### src/rtl/serial_logic_unit.sv
// Slice-serial AND/OR/XOR/NOR unit. Operands are consumed SLICE bits per clock,
// LSB first. The finished word is published with a one-cycle done pulse.

module serial_logic_bit (
  input  logic [1:0] op,
  input  logic       a,
  input  logic       b,
  output logic       y
);
  always_comb begin
    y = 1'b0;
    case (op)
      2'b00: y = a & b;
      2'b01: y = a | b;
      2'b10: y = a ^ b;
      2'b11: y = ~(a | b);
      default: y = 1'b0;
    endcase
  end
endmodule

module serial_logic_unit #(
  parameter int WIDTH = 32,
  parameter int SLICE = 1
) (
  input  logic             clk,
  input  logic             rst_n,
  input  logic             start,
  input  logic [1:0]       op,
  input  logic [WIDTH-1:0] a,
  input  logic [WIDTH-1:0] b,
  output logic             busy,
  output logic             done,
  output logic [WIDTH-1:0] result,
  output logic             zero
);
  localparam int N  = WIDTH / SLICE;
  localparam int CW = (N > 1) ? $clog2(N) : 1;

  if ((SLICE != 1 && SLICE != 2 && SLICE != 4 && SLICE != 8) || (WIDTH % SLICE != 0)) begin : g_bad_param
    $error("serial_logic_unit: SLICE must be 1/2/4/8 and divide WIDTH");
  end

  typedef enum logic {IDLE, BUSY} state_t;

  state_t           state, state_nxt;
  logic [WIDTH-1:0] a_sr, b_sr, res_sr;
  logic [1:0]       op_q;
  logic [CW-1:0]    cnt;
  logic [SLICE-1:0] slice_out;
  logic [WIDTH-1:0] word_nxt;
  logic             accept, last;

  assign accept = (state == IDLE) && start;
  assign last   = (cnt == CW'(N - 1));

  // One evaluator per bit of the slice; no carries, so lanes are independent.
  for (genvar i = 0; i < SLICE; i++) begin : g_lane
    serial_logic_bit u_bit (
      .op (op_q),
      .a  (a_sr[i]),
      .b  (b_sr[i]),
      .y  (slice_out[i])
    );
  end

  // New slice enters at the top; after N shifts bit i lands at position i.
  if (N > 1) begin : g_shift
    assign word_nxt = {slice_out, res_sr[WIDTH-1:SLICE]};
  end else begin : g_single
    assign word_nxt = slice_out;
  end

  always_ff @(posedge clk or negedge rst_n) begin
    if (!rst_n) state <= IDLE;
    else        state <= state_nxt;
  end

  always_comb begin
    state_nxt = state;
    case (state)
      IDLE:    if (start) state_nxt = BUSY;
      BUSY:    if (last)  state_nxt = IDLE;
      default: state_nxt = IDLE;
    endcase
  end

  always_comb begin
    busy = (state == BUSY);
  end

  always_ff @(posedge clk or negedge rst_n) begin
    if (!rst_n) begin
      a_sr   <= '0;
      b_sr   <= '0;
      res_sr <= '0;
      op_q   <= '0;
      cnt    <= '0;
      done   <= 1'b0;
      result <= '0;
      zero   <= 1'b0;
    end else begin
      done <= 1'b0;
      if (accept) begin
        a_sr   <= a;
        b_sr   <= b;
        op_q   <= op;
        cnt    <= '0;
        res_sr <= '0;
      end else if (state == BUSY) begin
        a_sr   <= a_sr >> SLICE;
        b_sr   <= b_sr >> SLICE;
        res_sr <= word_nxt;
        cnt    <= cnt + CW'(1);
        // result/zero only move here so partial words never leak out
        if (last) begin
          result <= word_nxt;
          zero   <= (word_nxt == '0);
          done   <= 1'b1;
        end
      end
    end
  end
endmodule

### config.mk
export PLATFORM = sky130hd
export DESIGN_NAME = serial_logic_unit
export DESIGN_NICKNAME = d
export VERILOG_FILES = /design/src/rtl/serial_logic_unit.sv
export SDC_FILE = /design/constraint.sdc
export NUM_CORES = 1
export LEC_CHECK = 0
export BUFFER_PORTS_ARGS = -buffer_cell sky130_fd_sc_hd__buf_2
export CORE_MARGIN = 3
export CORE_UTILIZATION = 50
export CTS_BUF_LIST = sky130_fd_sc_hd__clkbuf_8
export CTS_CLUSTER_DIAMETER = 40
export DETAILED_ROUTE_END_ITERATION = 12
export GPL_ROUTABILITY_DRIVEN = 0
export PLACE_DENSITY = 0.8
export SETUP_SLACK_MARGIN = 0.5
export SLEW_MARGIN = 10
export SYNTH_ARGS = -nofsm -noshare
export SYNTH_HDL_FRONTEND = slang
export SYNTH_SLANG_ARGS = --single-unit
### constraint.sdc
create_clock -name clk -period 3.1 [get_ports clk]
set_input_delay 0.62 -clock clk [delete_from_list [all_inputs] [get_ports clk]]
set_output_delay 0.62 -clock clk [all_outputs]
set_load 0.02 [all_outputs]
== After elaboration in Yosys (flattened, before gate mapping) ==
Index checks and enable logic that the tools add are counted.
Widths: inputs -> output; s select.

* Register bits after elaboration: 138
* Bits in latches: 0
* RAM bits: 0
* Memory bits (read-only): 0
* Word-level logic and storage cells: 40
* Memories kept: 0

* Add/subtract/negate cells: 1
* $mul: 0
* Div/mod/pow operators: 0
* Order comparisons: 0
* Eq/ne operators: 4
* Shifts and indexed selects: 0
* Mux-type cells: 15
* Bitwise operators: 6
* Reductions and logical operators: 5

{| class="wikitable"
|+ Operators with widths
! kind !! count
|-
| $mux 32 || 6
|-
| $logic_not 32->1 || 1
|-
| $mux 5 || 2
|-
| $add 5x1->5 const B || 1
|-
| $eq 5x5->1 const B || 1
|-
| $mux 1 || 5
|-
| $eq 2x2->1 const B || 2
|-
| $pmux 1 s4 || 1
|-
| $not 1->1 || 3
|-
| $reduce_and 3->1 || 1
|-
| $eq 2x1->1 const B || 1
|-
| $logic_not 2->1 || 1
|-
| $pmux 1 s2 || 1
|-
| $reduce_bool 2->1 || 1
|-
| $and 1x1->1 || 1
|-
| $logic_and 1x1->1 || 1
|-
| $or 1x1->1 || 1
|-
| $xor 1x1->1 || 1
|}

== Depth between registers and ports, before layout ==
Gate-level depths: netlist of the first run.

* Depth in word-level cells: 5
* Gate-level depth with buffers: 7
* Mapped depth without buffers: 6

== Hierarchy ==
Synthesis of the first run repeated with hierarchy kept, for this count alone.

* Cells, all modules: 460
* Area total of the unflattened synthesis: 5,764.3 µm²

{| class="wikitable"
|+ By module, submodules not included
! module !! times used !! cells each !! area each (µm²) !! seq. area each (µm²)
|-
| serial_logic_unit || 1 || 451 || 5,691.7 || 3,428.3
|-
| serial_logic_bit || 1 || 9 || 72.6 || 0.0
|}

== Worst setup path after synthesis of the first run ==
OpenSTA, ideal clock, no wires.

* Kind: register -> register
* From: register cnt[0]
* To: register result[12]
* Setup time: 0.125 ns
* Arrival time: 1.619 ns
* Slack: 1.356 ns
* Stages on the path, launching flop included: 7
* Path buffers: 1
* Path through: dfrtp_1 -> ha_1 -> and3_1 -> ha_1 -> nand2_4 -> buf_2 -> mux2_2

* Cells in the longest elaborated chain, start to end: 2

{| class="wikitable"
|+ Ends and longest elaborated chain
! item !! line !! text
|-
| start, declared || 49 || <nowiki>logic [CW-1:0] cnt;</nowiki>
|-
| start signal, assigned || 114 || <nowiki>cnt <= cnt + CW'(1);</nowiki>
|-
| $eq 5x5->1 || 55 || <nowiki>assign last = (cnt == CW'(N - 1));</nowiki>
|-
| $reduce_and 3->1 (no source line) || n/a ||
|-
| end signal, assigned || 117 || <nowiki>result <= word_nxt;</nowiki>
|-
| end, declared || 34 || <nowiki>output logic [WIDTH-1:0] result,</nowiki>
|}

No other way between the ends.
A chain may end at the register's enable or synchronous reset.

== Worst setup path in the final report of the first run ==
* From: register state, in the netlist busy
* To: output busy

{| class="wikitable"
|+ RTL lines
! item !! line !! text
|-
| start, declared || 46 || <nowiki>state_t state, state_nxt;</nowiki>
|-
| start signal, assigned || 76 || <nowiki>else state <= state_nxt;</nowiki>
|-
| end, declared || 32 || <nowiki>output logic busy,</nowiki>
|}

No word-level cell between the ends.

==> reports/summary.md, run 1 <==
### Synthesis
• 0 — warnings from Yosys
• 59.8% — area share of the largest cell type after synthesis
• sky130_fd_sc_hd__dfrtp_1 — dominant cell type by area after synthesis
• sky130_fd_sc_hd__dfrtp_1 — most common cell in the netlist
• 59.8% — proportion of synthesized chip area in sequential cells
• 0 — Post-synth EDFFs
• 533 — post-synth net total
• sky130_fd_sc_hd__dfrtp_1 — most used flip-flop cell after synthesis
• 26 — number of distinct library cell variants in the gate-level netlist after synthesis
• 12.5 um^2 — average footprint of a synthesized cell
• 460 — cell count after synthesis
• 100% — post-synthesis async set-or-reset flop share
• 5730 um^2 — total standard cell area after synthesis
• 137 — Synth Register Bits
• sky130_fd_sc_hd__dfrtp_1, sky130_fd_sc_hd__mux2i_1, sky130_fd_sc_hd__nand2_1, sky130_fd_sc_hd__o21ai_0 — top cells by instance count after synthesis
• sky130_fd_sc_hd__dfrtp_1, sky130_fd_sc_hd__mux2i_1, sky130_fd_sc_hd__mux2_2 — biggest area contributors in the synthesized netlist

### Placement
• 7.20 mm — detailed placement HPWL
• 6320 um^2 — area post-placement
• 103 — Port-buffer cells
• 678 — Cell Count Post-Placement

### Global routing
• 3,752 — vias in the first global route
• 0 — antenna violations before repair
• 72 — largest net degree at the start of global routing
• 18.1% — global-route total usage across every layer
• 0 — total global routing overflow
• 18.5 mm — wire length of the first global-routing pass

### Detailed routing
• 15.4 um — wire per inst
• 4 — count of TritonRoute iterations in the first routing pass
• 0 — final routed DRC violation total
• 0 — count of antenna-violating nets left after detailed routing
• 10.9 mm — Final Routed Wirelength
• 226 — Detailed Route Iter0 Violations
• 3,807 — overall via count from detail_route
• 5.37 — number of vias per cell

### CTS
• 0.43 ns — clock latency on the worst-skew pair
• 17 — number of clock buffers inserted by TritonCTS
• sky130_fd_sc_hd__clkbuf_8 — buffer cell driving the clock tree root
• 2 — number of buffers between clock root and the deepest sink
• 0 — Post-CTS Setup Repair Bufs
• 0.08 ns — clock slew at the register clock pins of the worst setup and hold paths
• 4 — Clock H-tree levels
• 137 — clock net sink count
• 0 — # resized after CTS
• yes — CTS tree
• 0 — number of hold buffers added after cts

### Die
• 11,000 um^2 — core outline area
• 104 — I/O pins
• 113 um — Die X-Extent
• 12,800 um^2 — die area
• 38 — Std-Cell Rows
• 113 um — height of the chip
• 52.0% — starting utilization of the core area

### Critical path
• flop — sort of element at the start of the critical path
• 62 — worst-path maximum fanout
• flop to primary output — critical path start-end classification
• 0.84 ns — biggest cell delay along the critical path
• 1 — count of buffering cells on the critical path with inverters included
• 2.48 ns — CP Data Required Time
• sky130_fd_sc_hd__dfrtp_4 — Critical Path Slowest Stage Cell
• flip-flops — category of cells accounting for the largest share of critical-path delay
• primary output — sort of element at the end of the critical path
• 1.56 ns — endpoint arrival time on the critical path
• buf_2 — sequence of cells on the critical path

### Pwr
• 26.4% — clock group share of total power
• 32.5% — switching power share of the total
• 3.44 nW — static leakage
• 0.472 mV — worst voltage drop across the vdd grid
• 25.8% — Logic pwr share
• 47.8% — Flop pwr share
• 927 nW/um^2 — ratio of total power to cell area
• 0.00204 W — Sw Pwr
• 0.00424 W — Internal Dissipation
• 0.00629 W — post-layout power

### Timing
• 459 MHz — achievable frequency
• 0 — count of final setup violators
• 2.18 ns — minimum period implied by the final worst setup slack
• 0.637 ns — slew at the pin with the worst max-slew slack
• 0 — final slew viol count
• 0 — Hold Violations, Final
• 0.00858 ns — clk_skew
• 70.3% — final clock period utilization by the worst path
• 0 ns — Setup Total Neg Slack
• 57.5% — Max-Slew Margin vs Limit
• false — setup repair after global routing missed its margin

### Cells and area
• 709 — count of placed standard cells in the final layout, fillers left out
• 630 — net count of the finished layout
• 6780 um^2 — Final Cell Area
• 31.5% — fraction of layout cells with a size suffix above 1
• 0 — ant diodes
• 18.3% — synthesis-to-layout area growth

### Status
• finished, final reports clean — status

### Min path
• input port to async pin — Hold Crit Class

### Run
• 0 — count of max-cap constraint violations

==> through the flow <==
| stage | utilization, % | hold WS, ns | setup WS, ns |
|---|---|---|---|
| after floorplan | - | 0.324 | 1.36 |
| after global placement | 57.3 | 0.458 | 1.22 |
| after detailed placement | 57.3 | 0.463 | 1.13 |
| after CTS | 61.4 | 0.200 | 0.889 |
| after global routing | 61.4 | 0.218 | 0.829 |
| final | 61.4 | 0.186 | 0.921 |
==> power by group through the flow <==
stage	clock (W)	combinational, W	sequential, W
6_report	0.00166	0.00162	0.00300
5_1_grt	0.00179	0.00182	0.00311
4_1_cts	0.00170	0.00165	0.00300
3_5_place_dp	0	0.00165	0.00303
3_3_place_gp	0	0.00158	0.00299
2_1_floorplan	0	0.00106	0.00306
==> state kept, by name, indices dropped and copies added (netlist names) <==
register / cells
b_sr: 32
busy: 1
a_sr: 32
done: 1
op_q: 2
zero: 1
result: 32
res_sr: 31
cnt: 5
==> routing by layer <==
layer	track usage, %	up-vias	share of wire (%)
li1	-	1828	-
met1	25.7	1856	48
met2	26.5	111	45
met3	5.56	12	6.5
met4	6.65	0	1.3
met5	0	-	0
==> path summary, 6_finish.rpt <==
kind	depth (start not counted)	slack (ns)	start	endpoint
worst max-delay path	1	0.92	busy	busy
worst min-delay path	1	0.19	rst_n	b_sr[22]
worst max register to register	6	1.13	cnt[0]	result[31]
worst min register to register	2	0.48	a_sr[12]	a_sr[11]
max in group asynchronous	2	2.18	rst_n	result[19]
min in group clk	2	0.42	op[1]	op_q[1]
==> cells by family (layout without fill, tap and decap cells) <==
family	count (synthesis)	count (layout)	share of synthesized area [%]
xor gates and xnor gates	2	2	0.306
muxes	99	99	18.1
adders and majority gates	4	4	0.873
buffers and inverters	34	143	3.36
DFF	137	137	59.8
AOI/OAI and AO/OA	100	100	11.3
and+or+nand+nor	84	84	6.31
==> cell type report <==
cell class,instances,area (um^2)
Fill cell,877,4250
Sequential cell,137,3430
Timing Repair Buffer,109,594
Tap cell,140,175
Inverter,3,11.3
Multi-Input combinational cell,289,2110
Clock inverter,14,221
Clock buffer,17,234
==> placed cells by master, fill, tap and decap left out, drive strengths merged, types with 4 or more instances in the layout <==
master,netlist,layout
a22o,35,35
buf,18,109
bufinv,0,5
clkbuf,13,17
dfrtp,137,137
ha,4,4
inv,3,6
mux2,35,35
mux2i,64,64
nand2,64,64
nor2,4,4
nor4,7,7
o21ai,62,62
No activity file was read; power rests on OpenSTA's default activity.
==> run 2: changes to the inputs <==
- PLACE_DENSITY: 0.8 -> 0.83
- clock period: 3.1 -> 1.85 ns (I/O delays scaled with it)
==> reports/summary.md, run 2 (synthesis gave the netlist of run 1 again) <==
### Timing
• 64.3% — Max-Slew Margin vs Limit
• 0.162 ns — Fin Hold WS
• 606 MHz — achievable frequency
• 0 — count of final setup violators
• 0.536 ns — slew at the pin with the worst max-slew slack
• 0.0173 ns — clk_skew
• true — setup repair after global routing missed its margin
• 1.65 ns — minimum period implied by the final worst setup slack
• 89.2% — final clock period utilization by the worst path
• 0 — Hold Violations, Final
• 0 — final slew viol count
• 0 ns — Setup Total Neg Slack

### Cells and area
• 3430 um^2 — area taken by flip-flops and latches
• a_sr (32), b_sr (32), result (32) — registers with the most flip-flops
• 2290 um^2 — Multi-input gate area
• sky130_fd_sc_hd__dfrtp_1, sky130_fd_sc_hd__buf_2, sky130_fd_sc_hd__mux2i_1 — commonest non-fill, non-tap cells in the layout
• 35.9% — synthesis-to-layout area growth
• 694 — net count of the finished layout
• 39.4% — fraction of layout cells with a size suffix above 1
• sky130_fd_sc_hd__dfrtp_1 — commonest non-fill, non-tap cell in the layout
• 737 — fillers
• 0 — ant diodes

### CTS
• 137 — clock net sink count
• 0.45 ns — clock latency on the worst-skew pair
• 0.08 ns — clock slew at the register clock pins of the worst setup and hold paths
• 4 — Clock H-tree levels
• 2 — number of buffers between clock root and the deepest sink
• sky130_fd_sc_hd__clkbuf_8 — buffer cell driving the clock tree root
• 17 — number of clock buffers inserted by TritonCTS
• yes — CTS tree

### Global routing
• 4,279 — vias in the first global route
• 0 — antenna violations before repair
• 21.0 mm — wire length of the first global-routing pass
• 20.8% — global-route total usage across every layer
• 0 — total global routing overflow
• 79 — largest net degree at the start of global routing

### Die
• 113 um — height of the chip
• 113 um — Die X-Extent
• 11,000 um^2 — core outline area
• 12,800 um^2 — die area
• 104 — I/O pins
• 38 — Std-Cell Rows
• 52.0% — starting utilization of the core area

### Detailed routing
• 17.5 um — wire per inst
• 13.5 mm — Final Routed Wirelength
• 0 — count of antenna-violating nets left after detailed routing
• 4 — count of TritonRoute iterations in the first routing pass
• 242 — Detailed Route Iter0 Violations
• 5.51 — number of vias per cell
• 0 — final routed DRC violation total
• 4,268 — overall via count from detail_route

### Placement
• 103 — Port-buffer cells
• 7.67 mm — detailed placement HPWL

### Critical path
• flop — sort of element at the end of the critical path
• flop to flop — critical path start-end classification
• 17 — worst-path maximum fanout
• flop — sort of element at the start of the critical path
• 1.98 ns — endpoint arrival time on the critical path
• 2.18 ns — CP Data Required Time

### Min path
• input port to flop — Hold Crit Class

### Pwr
• 1520 nW/um^2 — ratio of total power to cell area
• 1.15 mV — worst voltage drop across the vdd grid
• 4.00 nW — static leakage

### Run
• 0 — count of max-cap constraint violations

### Status
• finished, final reports clean — status

[run 2: where the power goes]
group          internal, W  switching [W]
registers          0.00415       0.000999
clock network      0.00125        0.00115
logic              0.00252        0.00177
total              0.00792        0.00393
[run 2: layer usage]
metal,vias up,part of all wire (%),global-route usage [%]
met3,27,4.8,4.97
li1,1967,-,-
met2,139,49,34.6
met5,-,0,0
met1,2135,43,26.2
met4,0,2.5,8.97
[run 2: worst max-delay path, stage by stage (launching register included)]
cell and delay (ns):
sky130_fd_sc_hd__dfrtp_1 0.40, sky130_fd_sc_hd__ha_2 0.19, sky130_fd_sc_hd__and3_4 0.18, sky130_fd_sc_hd__ha_4 0.19
sky130_fd_sc_hd__nand2_8 0.18, sky130_fd_sc_hd__mux2_2 0.37
[run 2: area by class of cell]
cell class	instances	area share, %
multi-input combinational	290	29.4
clock inverter	13	1.65
inverter	3	0.145
clock buffer	19	3.36
sequential	137	44.1
timing repair buffer	172	19.1
tap	140	2.25
[run 2: worst paths after layout]
| kind | to | slack (ns) | from | cells after the start |
|---|---|---|---|---|
| max | result[0] | 0.20 | cnt[1] | 5 |
| min | op_q[0] | 0.16 | op[0] | 2 |
| max reg2reg | result[0] | 0.20 | cnt[1] | 5 |
| min reg2reg | a_sr[16] | 0.48 | a_sr[17] | 2 |
| max in group asynchronous | result[2] | 0.73 | rst_n | 3 |
| min in group asynchronous | b_sr[21] | 0.44 | rst_n | 2 |
[run 2: what timing repair did]
action / in CTS / in global routing
gates resized for setup: 79 / 26
endpoints found under the hold margin: 52 / 0
pin swaps: 3 / 3
buffers inserted: 28 / 23
hold buffers: 1 / 0
gates cloned: 2 / 4
setup endpoints to repair: 111 / 121
[run 2: metrics by stage]
step | setup slack (ns) | power, W | std cells | cell area, um^2 | util (%)
6_report | 0.200 | 0.0118 | 774 | 7790 | 70.6
5_1_grt | 0.180 | 0.0125 | 774 | 7790 | 70.6
4_1_cts | 0.231 | 0.0113 | 747 | 7450 | 67.6
3_5_place_dp | 0.0701 | 0.00811 | 684 | 6510 | 59.1
3_3_place_gp | 0.139 | 0.00789 | 684 | 6510 | 59.1
2_1_floorplan | 0.291 | 0.00714 | 460 | 5890 | -
